File: src/rtl/joypad_responder_pkg.sv
// Shared definitions for the joypad responder: FSM encoding, button bit indices,
// default target address and bus ACK/NACK levels.
package joypad_responder_pkg;

   typedef enum logic [2:0] {
      ST_IDLE,
      ST_ADDR,
      ST_ADDR_ACK,
      ST_TX,
      ST_TX_ACK,
      ST_IGNORE
   } state_t;

   localparam logic [6:0] DEFAULT_ADDR = 7'h52;

   localparam int BTN_A      = 7;
   localparam int BTN_B      = 6;
   localparam int BTN_SELECT = 5;
   localparam int BTN_START  = 4;
   localparam int BTN_UP     = 3;
   localparam int BTN_DOWN   = 2;
   localparam int BTN_LEFT   = 1;
   localparam int BTN_RIGHT  = 0;

   localparam logic ACK_LVL  = 1'b0;
   localparam logic NACK_LVL = 1'b1;
   localparam logic READ_BIT = 1'b1;

   localparam logic [3:0] LAST_BIT = 4'd8;

endpackage

File: src/rtl/joypad_responder_bus_cond_detect.sv
// Synchronises SCL/SDA and derives SCL edges plus START/STOP conditions.
// Optional 3-sample majority glitch filter when JOYPAD_RESP_FILTER_EN is defined.
module bus_cond_detect #(
   parameter int SYNC_STAGES = 2
) (
   input  logic clk,
   input  logic rst,
   input  logic scl_in,
   input  logic sda_in,
   output logic sda,
   output logic scl_rise,
   output logic scl_fall,
   output logic start,
   output logic stop
);

   logic [SYNC_STAGES-1:0] scl_sync;
   logic [SYNC_STAGES-1:0] sda_sync;
   logic                   scl_lvl;
   logic                   sda_lvl;
   logic                   scl_prev;
   logic                   sda_prev;

   // Idle bus is high on both lines, so reset the chains to 1 to avoid a false edge
   always_ff @(posedge clk) begin
      if (rst) begin
         scl_sync <= '1;
         sda_sync <= '1;
      end else begin
         scl_sync <= {scl_sync[SYNC_STAGES-2:0], scl_in};
         sda_sync <= {sda_sync[SYNC_STAGES-2:0], sda_in};
      end
   end

`ifdef JOYPAD_RESP_FILTER_EN
   logic [2:0] scl_hist;
   logic [2:0] sda_hist;
   logic       scl_filt;
   logic       sda_filt;

   function automatic logic maj3(input logic [2:0] v);
      return (v[0] & v[1]) | (v[0] & v[2]) | (v[1] & v[2]);
   endfunction

   always_ff @(posedge clk) begin
      if (rst) begin
         scl_hist <= '1;
         sda_hist <= '1;
         scl_filt <= 1'b1;
         sda_filt <= 1'b1;
      end else begin
         scl_hist <= {scl_hist[1:0], scl_sync[SYNC_STAGES-1]};
         sda_hist <= {sda_hist[1:0], sda_sync[SYNC_STAGES-1]};
         scl_filt <= maj3(scl_hist);
         sda_filt <= maj3(sda_hist);
      end
   end

   assign scl_lvl = scl_filt;
   assign sda_lvl = sda_filt;
`else
   assign scl_lvl = scl_sync[SYNC_STAGES-1];
   assign sda_lvl = sda_sync[SYNC_STAGES-1];
`endif

   always_ff @(posedge clk) begin
      if (rst) begin
         scl_prev <= 1'b1;
         sda_prev <= 1'b1;
      end else begin
         scl_prev <= scl_lvl;
         sda_prev <= sda_lvl;
      end
   end

   // START/STOP require SCL high on both samples, so an SDA change racing an SCL edge is a data bit
   assign sda      = sda_lvl;
   assign scl_rise = scl_lvl & ~scl_prev;
   assign scl_fall = ~scl_lvl & scl_prev;
   assign start    = scl_lvl & scl_prev & sda_prev & ~sda_lvl;
   assign stop     = scl_lvl & scl_prev & ~sda_prev & sda_lvl;

endmodule

File: src/rtl/joypad_responder.sv
// Read-only open-drain joypad target: matches DEV_ADDR and returns ~buttons MSB first.
// Define JOYPAD_RESP_FILTER_EN to add the SCL/SDA majority glitch filter.
module joypad_responder
   import joypad_responder_pkg::*;
#(
   parameter logic [6:0] DEV_ADDR    = DEFAULT_ADDR,
   parameter int         SYNC_STAGES = 2
) (
   input  logic       clk,
   input  logic       rst,
   input  logic [7:0] buttons,
   input  logic       scl_in,
   input  logic       sda_in,
   output logic       sda_out,
   output logic       busy,
   output logic       polled
);

   logic sda;
   logic scl_rise;
   logic scl_fall;
   logic start;
   logic stop;

   state_t     state, state_nxt;
   logic [7:0] shift_reg, shift_nxt;
   logic [3:0] bit_cnt, bit_cnt_nxt;
   logic [7:0] tx_byte, tx_byte_nxt;
   logic       ack_seen, ack_seen_nxt;
   logic       sda_out_nxt;
   logic       busy_nxt;
   logic       polled_nxt;

   bus_cond_detect #(
      .SYNC_STAGES(SYNC_STAGES)
   ) u_cond (
      .clk      (clk),
      .rst      (rst),
      .scl_in   (scl_in),
      .sda_in   (sda_in),
      .sda      (sda),
      .scl_rise (scl_rise),
      .scl_fall (scl_fall),
      .start    (start),
      .stop     (stop)
   );

   always_ff @(posedge clk) begin
      if (rst) begin
         state     <= ST_IDLE;
         shift_reg <= '0;
         bit_cnt   <= '0;
         ack_seen  <= 1'b0;
         sda_out   <= 1'b1;
         busy      <= 1'b0;
         polled    <= 1'b0;
      end else begin
         state     <= state_nxt;
         shift_reg <= shift_nxt;
         bit_cnt   <= bit_cnt_nxt;
         ack_seen  <= ack_seen_nxt;
         sda_out   <= sda_out_nxt;
         busy      <= busy_nxt;
         polled    <= polled_nxt;
      end
   end

   always_ff @(posedge clk) begin
      tx_byte <= tx_byte_nxt;
   end

   always_comb begin
      state_nxt    = state;
      shift_nxt    = shift_reg;
      bit_cnt_nxt  = bit_cnt;
      tx_byte_nxt  = tx_byte;
      ack_seen_nxt = ack_seen;
      sda_out_nxt  = sda_out;
      busy_nxt     = busy;
      polled_nxt   = 1'b0;

      if (start) begin
         state_nxt    = ST_ADDR;
         shift_nxt    = '0;
         bit_cnt_nxt  = '0;
         ack_seen_nxt = 1'b0;
         sda_out_nxt  = 1'b1;
         busy_nxt     = 1'b0;
      end else if (stop) begin
         state_nxt    = ST_IDLE;
         shift_nxt    = '0;
         bit_cnt_nxt  = '0;
         ack_seen_nxt = 1'b0;
         sda_out_nxt  = 1'b1;
         busy_nxt     = 1'b0;
      end else begin
         case (state)
            ST_ADDR: begin
               // The SCL fall right after START arrives with bit_cnt==0 and is ignored
               if (scl_rise && bit_cnt < LAST_BIT) begin
                  shift_nxt   = {shift_reg[6:0], sda};
                  bit_cnt_nxt = bit_cnt + 4'd1;
               end else if (scl_fall && bit_cnt == LAST_BIT) begin
                  bit_cnt_nxt = '0;
                  if (shift_reg == {DEV_ADDR, READ_BIT}) begin
                     state_nxt   = ST_ADDR_ACK;
                     sda_out_nxt = ACK_LVL;
                     busy_nxt    = 1'b1;
                     tx_byte_nxt = ~buttons;
                  end else begin
                     state_nxt = ST_IGNORE;
                  end
               end
            end
            ST_ADDR_ACK: begin
               if (scl_fall) begin
                  state_nxt   = ST_TX;
                  sda_out_nxt = tx_byte[7];
                  tx_byte_nxt = {tx_byte[6:0], 1'b0};
                  bit_cnt_nxt = 4'd1;
               end
            end
            ST_TX: begin
               if (scl_fall) begin
                  if (bit_cnt == LAST_BIT) begin
                     state_nxt    = ST_TX_ACK;
                     sda_out_nxt  = 1'b1;
                     bit_cnt_nxt  = '0;
                     ack_seen_nxt = 1'b0;
                  end else begin
                     sda_out_nxt = tx_byte[7];
                     tx_byte_nxt = {tx_byte[6:0], 1'b0};
                     bit_cnt_nxt = bit_cnt + 4'd1;
                  end
               end
            end
            ST_TX_ACK: begin
               // Next byte is snapshotted at the ACK sample so mid-byte button changes never leak in
               if (scl_rise) begin
                  polled_nxt = 1'b1;
                  if (sda == ACK_LVL) begin
                     ack_seen_nxt = 1'b1;
                     tx_byte_nxt  = ~buttons;
                  end else begin
                     state_nxt = ST_IGNORE;
                  end
               end else if (scl_fall && ack_seen) begin
                  state_nxt    = ST_TX;
                  ack_seen_nxt = 1'b0;
                  sda_out_nxt  = tx_byte[7];
                  tx_byte_nxt  = {tx_byte[6:0], 1'b0};
                  bit_cnt_nxt  = 4'd1;
               end
            end
            ST_IGNORE: begin
               sda_out_nxt = NACK_LVL;
            end
            ST_IDLE: begin
               sda_out_nxt = 1'b1;
            end
            default: begin
               state_nxt   = ST_IDLE;
               sda_out_nxt = 1'b1;
               busy_nxt    = 1'b0;
            end
         endcase
      end
   end

endmodule

File: config.mk
export PLATFORM = sky130hd
export DESIGN_NAME = joypad_responder
export DESIGN_NICKNAME = d
export VERILOG_FILES = /design/src/rtl/joypad_responder_pkg.sv /design/src/rtl/joypad_responder_bus_cond_detect.sv /design/src/rtl/joypad_responder.sv
export SDC_FILE = /design/constraint.sdc
export NUM_CORES = 1
export LEC_CHECK = 0
export CAP_MARGIN = 20
export CORE_AREA = 2 2 76 49
export DETAILED_ROUTE_END_ITERATION = 7
export DIE_AREA = 0 0 78 51
export PLACE_DENSITY = 0.82
export SLEW_MARGIN = 10
export SYNTH_ARGS = -nofsm -noshare
export SYNTH_HDL_FRONTEND = slang
export SYNTH_SLANG_ARGS = --single-unit
File: constraint.sdc
create_clock -name clk -period 2.55 [get_ports clk]
set_input_delay 0.255 -clock clk [delete_from_list [all_inputs] [get_ports clk]]
set_output_delay 0.255 -clock clk [all_outputs]
set_load 0.01 [all_outputs]
==> summary.txt <==
Outcome
  • Outcome: finished, final reports clean

Synth
  • Top cells by area, synth: dfxtp_1, edfxtp_1, a21oi_1
  • Post-synthesis sequential area ratio: 0.424
  • Mean post-synth cell area: 9.33 um^2
  • Top FF cell, synth: dfxtp_1
  • Synth unique cells: 52
  • Synth Warn #: 0
  • Cells after synthesis: 187
  • Async set-reset flop share out of synthesis: 0
  • Most frequent cell after synthesis: dfxtp_1
  • EDFF count, synth: 8
  • Post-Syn Area: 0.00175 mm^2
  • Post-synth top cells: dfxtp_1, nor2_1, a21oi_1, nand2_1
  • Synth area leader: dfxtp_1
  • Syn nets: 201
  • Post-synth top area share: 0.287
  • Flops & latches, synth: 33

Global route
  • Total global-route track usage: 0.203
  • Largest net degree at the start of global routing: 17
  • Vias in the first global route: 1,303
  • Initial antenna violation count: 0
  • First-pass GRT wire length: 6120 um
  • Grt ovf: 0

Cells and area
  • Final-stage net count: 218
  • Fill cells: 289
  • Storage element area: 741 um^2
  • Layout cells sized above 1: 0.137
  • Util after Layout: 0.596
  • Layout area overhead: 16.1%
  • Multi-input logic area: 932 um^2
  • # diodes: 0

Detailed routing
  • DRC errors left: 0
  • Vias per cell: 5.79
  • DRT Wirelength: 3600 um
  • Drt wl/cell: 14.3 um
  • Starting DRT DRC Count: 133
  • Via Count: 1,460
  • Post-DRT Antenna Nets: 0
  • TritonRoute pass-1 iters: 5

Clock network
  • TritonCTS clock tree: done
  • PostCTS Resize Cnt: 0
  • Clock buffer count from CTS: 5
  • H-tree depth: 2
  • Latest clock arrival within the worst-skew pair: 290 ps
  • Hold buffer count at cts: 0
  • Worst-path clk slew: 70 ps
  • Setup Buffers After CTS: 0
  • Clock root cell: clkbuf_8
  • Clk sinks: 33
  • Clock tree buffer depth: 2

Placed design
  • Port Buffer Count: 14
  • Gp weighted congestion: 1.01
  • Dpl hpwl: 2610 um

Job
  • Max Cap Viol: 0

Power and ir drop
  • Peak VDD IR: 0.304 mV
  • Leakage: 0.000762 uW
  • Pwr dens: 554 mW/mm^2

Critical path
  • CP Launch Type: register
  • CP Class: reg2reg
  • R2r setup slk: 580 ps
  • Crit end category: register
  • Critical Path RT: 2740 ps
  • Critical-path maximum fanout: 16
  • Crit path DAT: 2160 ps

Timing
  • Final Cycle Share: 0.771
  • Fin. Hold Viols: 0
  • Setup Skew: 4.56 ps
  • Max Freq: 0.509 GHz
  • Min Tclk post-route: 1970 ps
  • Worst slew margin: 0.633
  • Worst slew pin tran: 550 ps
  • Min Hold Slack: 412 ps
  • Final setup fails: 0
  • RSZ-0062 raised after global routing: no
  • Setup TNS: 0 ps
  • Max Slew Vio Count: 0

Die
  • I/O Pins: 15
  • Row cnt: 17
  • Die Height: 51 um
  • Starting density of the core: 0.513
  • Placeable Area: 0.00340 mm^2
  • Die W: 78 um
  • Die ar.: 0.00398 mm^2

Worst hold path
  • Worst min path class: reg2reg
## worst paths after layout
path | start | endpoint | cells after the start
setup / recovery | state[2] | state[1] | 5
hold / removal | u_cond.sda_sync[0] | u_cond.sda_sync[1] | 1
setup reg to reg | state[2] | state[1] | 5
hold reg to reg | u_cond.sda_sync[0] | u_cond.sda_sync[1] | 1
## final cells by class
class                   count  share of cell area
inverters                   5             0.00926
clock buffers               6              0.0358
clock inverters             2              0.0167
flip-flops and latches     33               0.365
repair buffers             18              0.0840
well taps                  47              0.0290
multi-input cells         141               0.460
## layer usage
metal,up-vias,GRT usage,share of wire
li1,714,-,-
met4,0,0.0702,0.013
met1,672,0.300,0.50
met5,-,0,0
met2,69,0.289,0.40
met3,5,0.0495,0.091
## layout by cell type, fill, tap and decap left out, drive strengths merged, types with 5 or more instances in the layout
cell type	n
inv	5
nand2	14
dfxtp	25
or2	6
mux2i	8
clkbuf	6
edfxtp	8
a21oi	18
o21ai	10
nand2b	5
nor2	25
clkdlybuf4s50	14
## stage by stage
stage	std cells	power [uW]	setup WS (ps)	area, um^2
6_report	252	1120	584	2030
5_1_grt	252	1160	408	2030
4_1_cts	252	1130	590	2030
3_5_place_dp	244	660	617	1920
3_3_place_gp	244	660	662	1920
2_1_floorplan	187	624	456	1750
## report_power, final
group	internal (uW)	switching [uW]
sequential	549	10.2
clock	288	183
combinational	46.7	44.6
total	884	238
## worst max-delay path, stage by stage, from the launching register on
cell and delay [ps]:
dfxtp_1 670, nor3b_4 380, nand2_2 190, o221ai_2 300
a211oi_1 90, a211oi_1 250
## logic make-up (layout without fill, tap and decap cells)
| logic type | count (synthesis) | count (layout) | synth area share |
|---|---|---|---|
| muxes | 8 | 8 | 0.0459 |
| xor gates and xnor gates | 2 | 2 | 0.0100 |
| and+or+nand+nor | 76 | 76 | 0.253 |
| buffers and inverters | 13 | 31 | 0.0416 |
| AOI/OAI and AO/OA | 53 | 53 | 0.211 |
| DFF | 33 | 33 | 0.424 |
| adders and majority gates | 2 | 2 | 0.0143 |
Power figures use the tool's default switching activity.
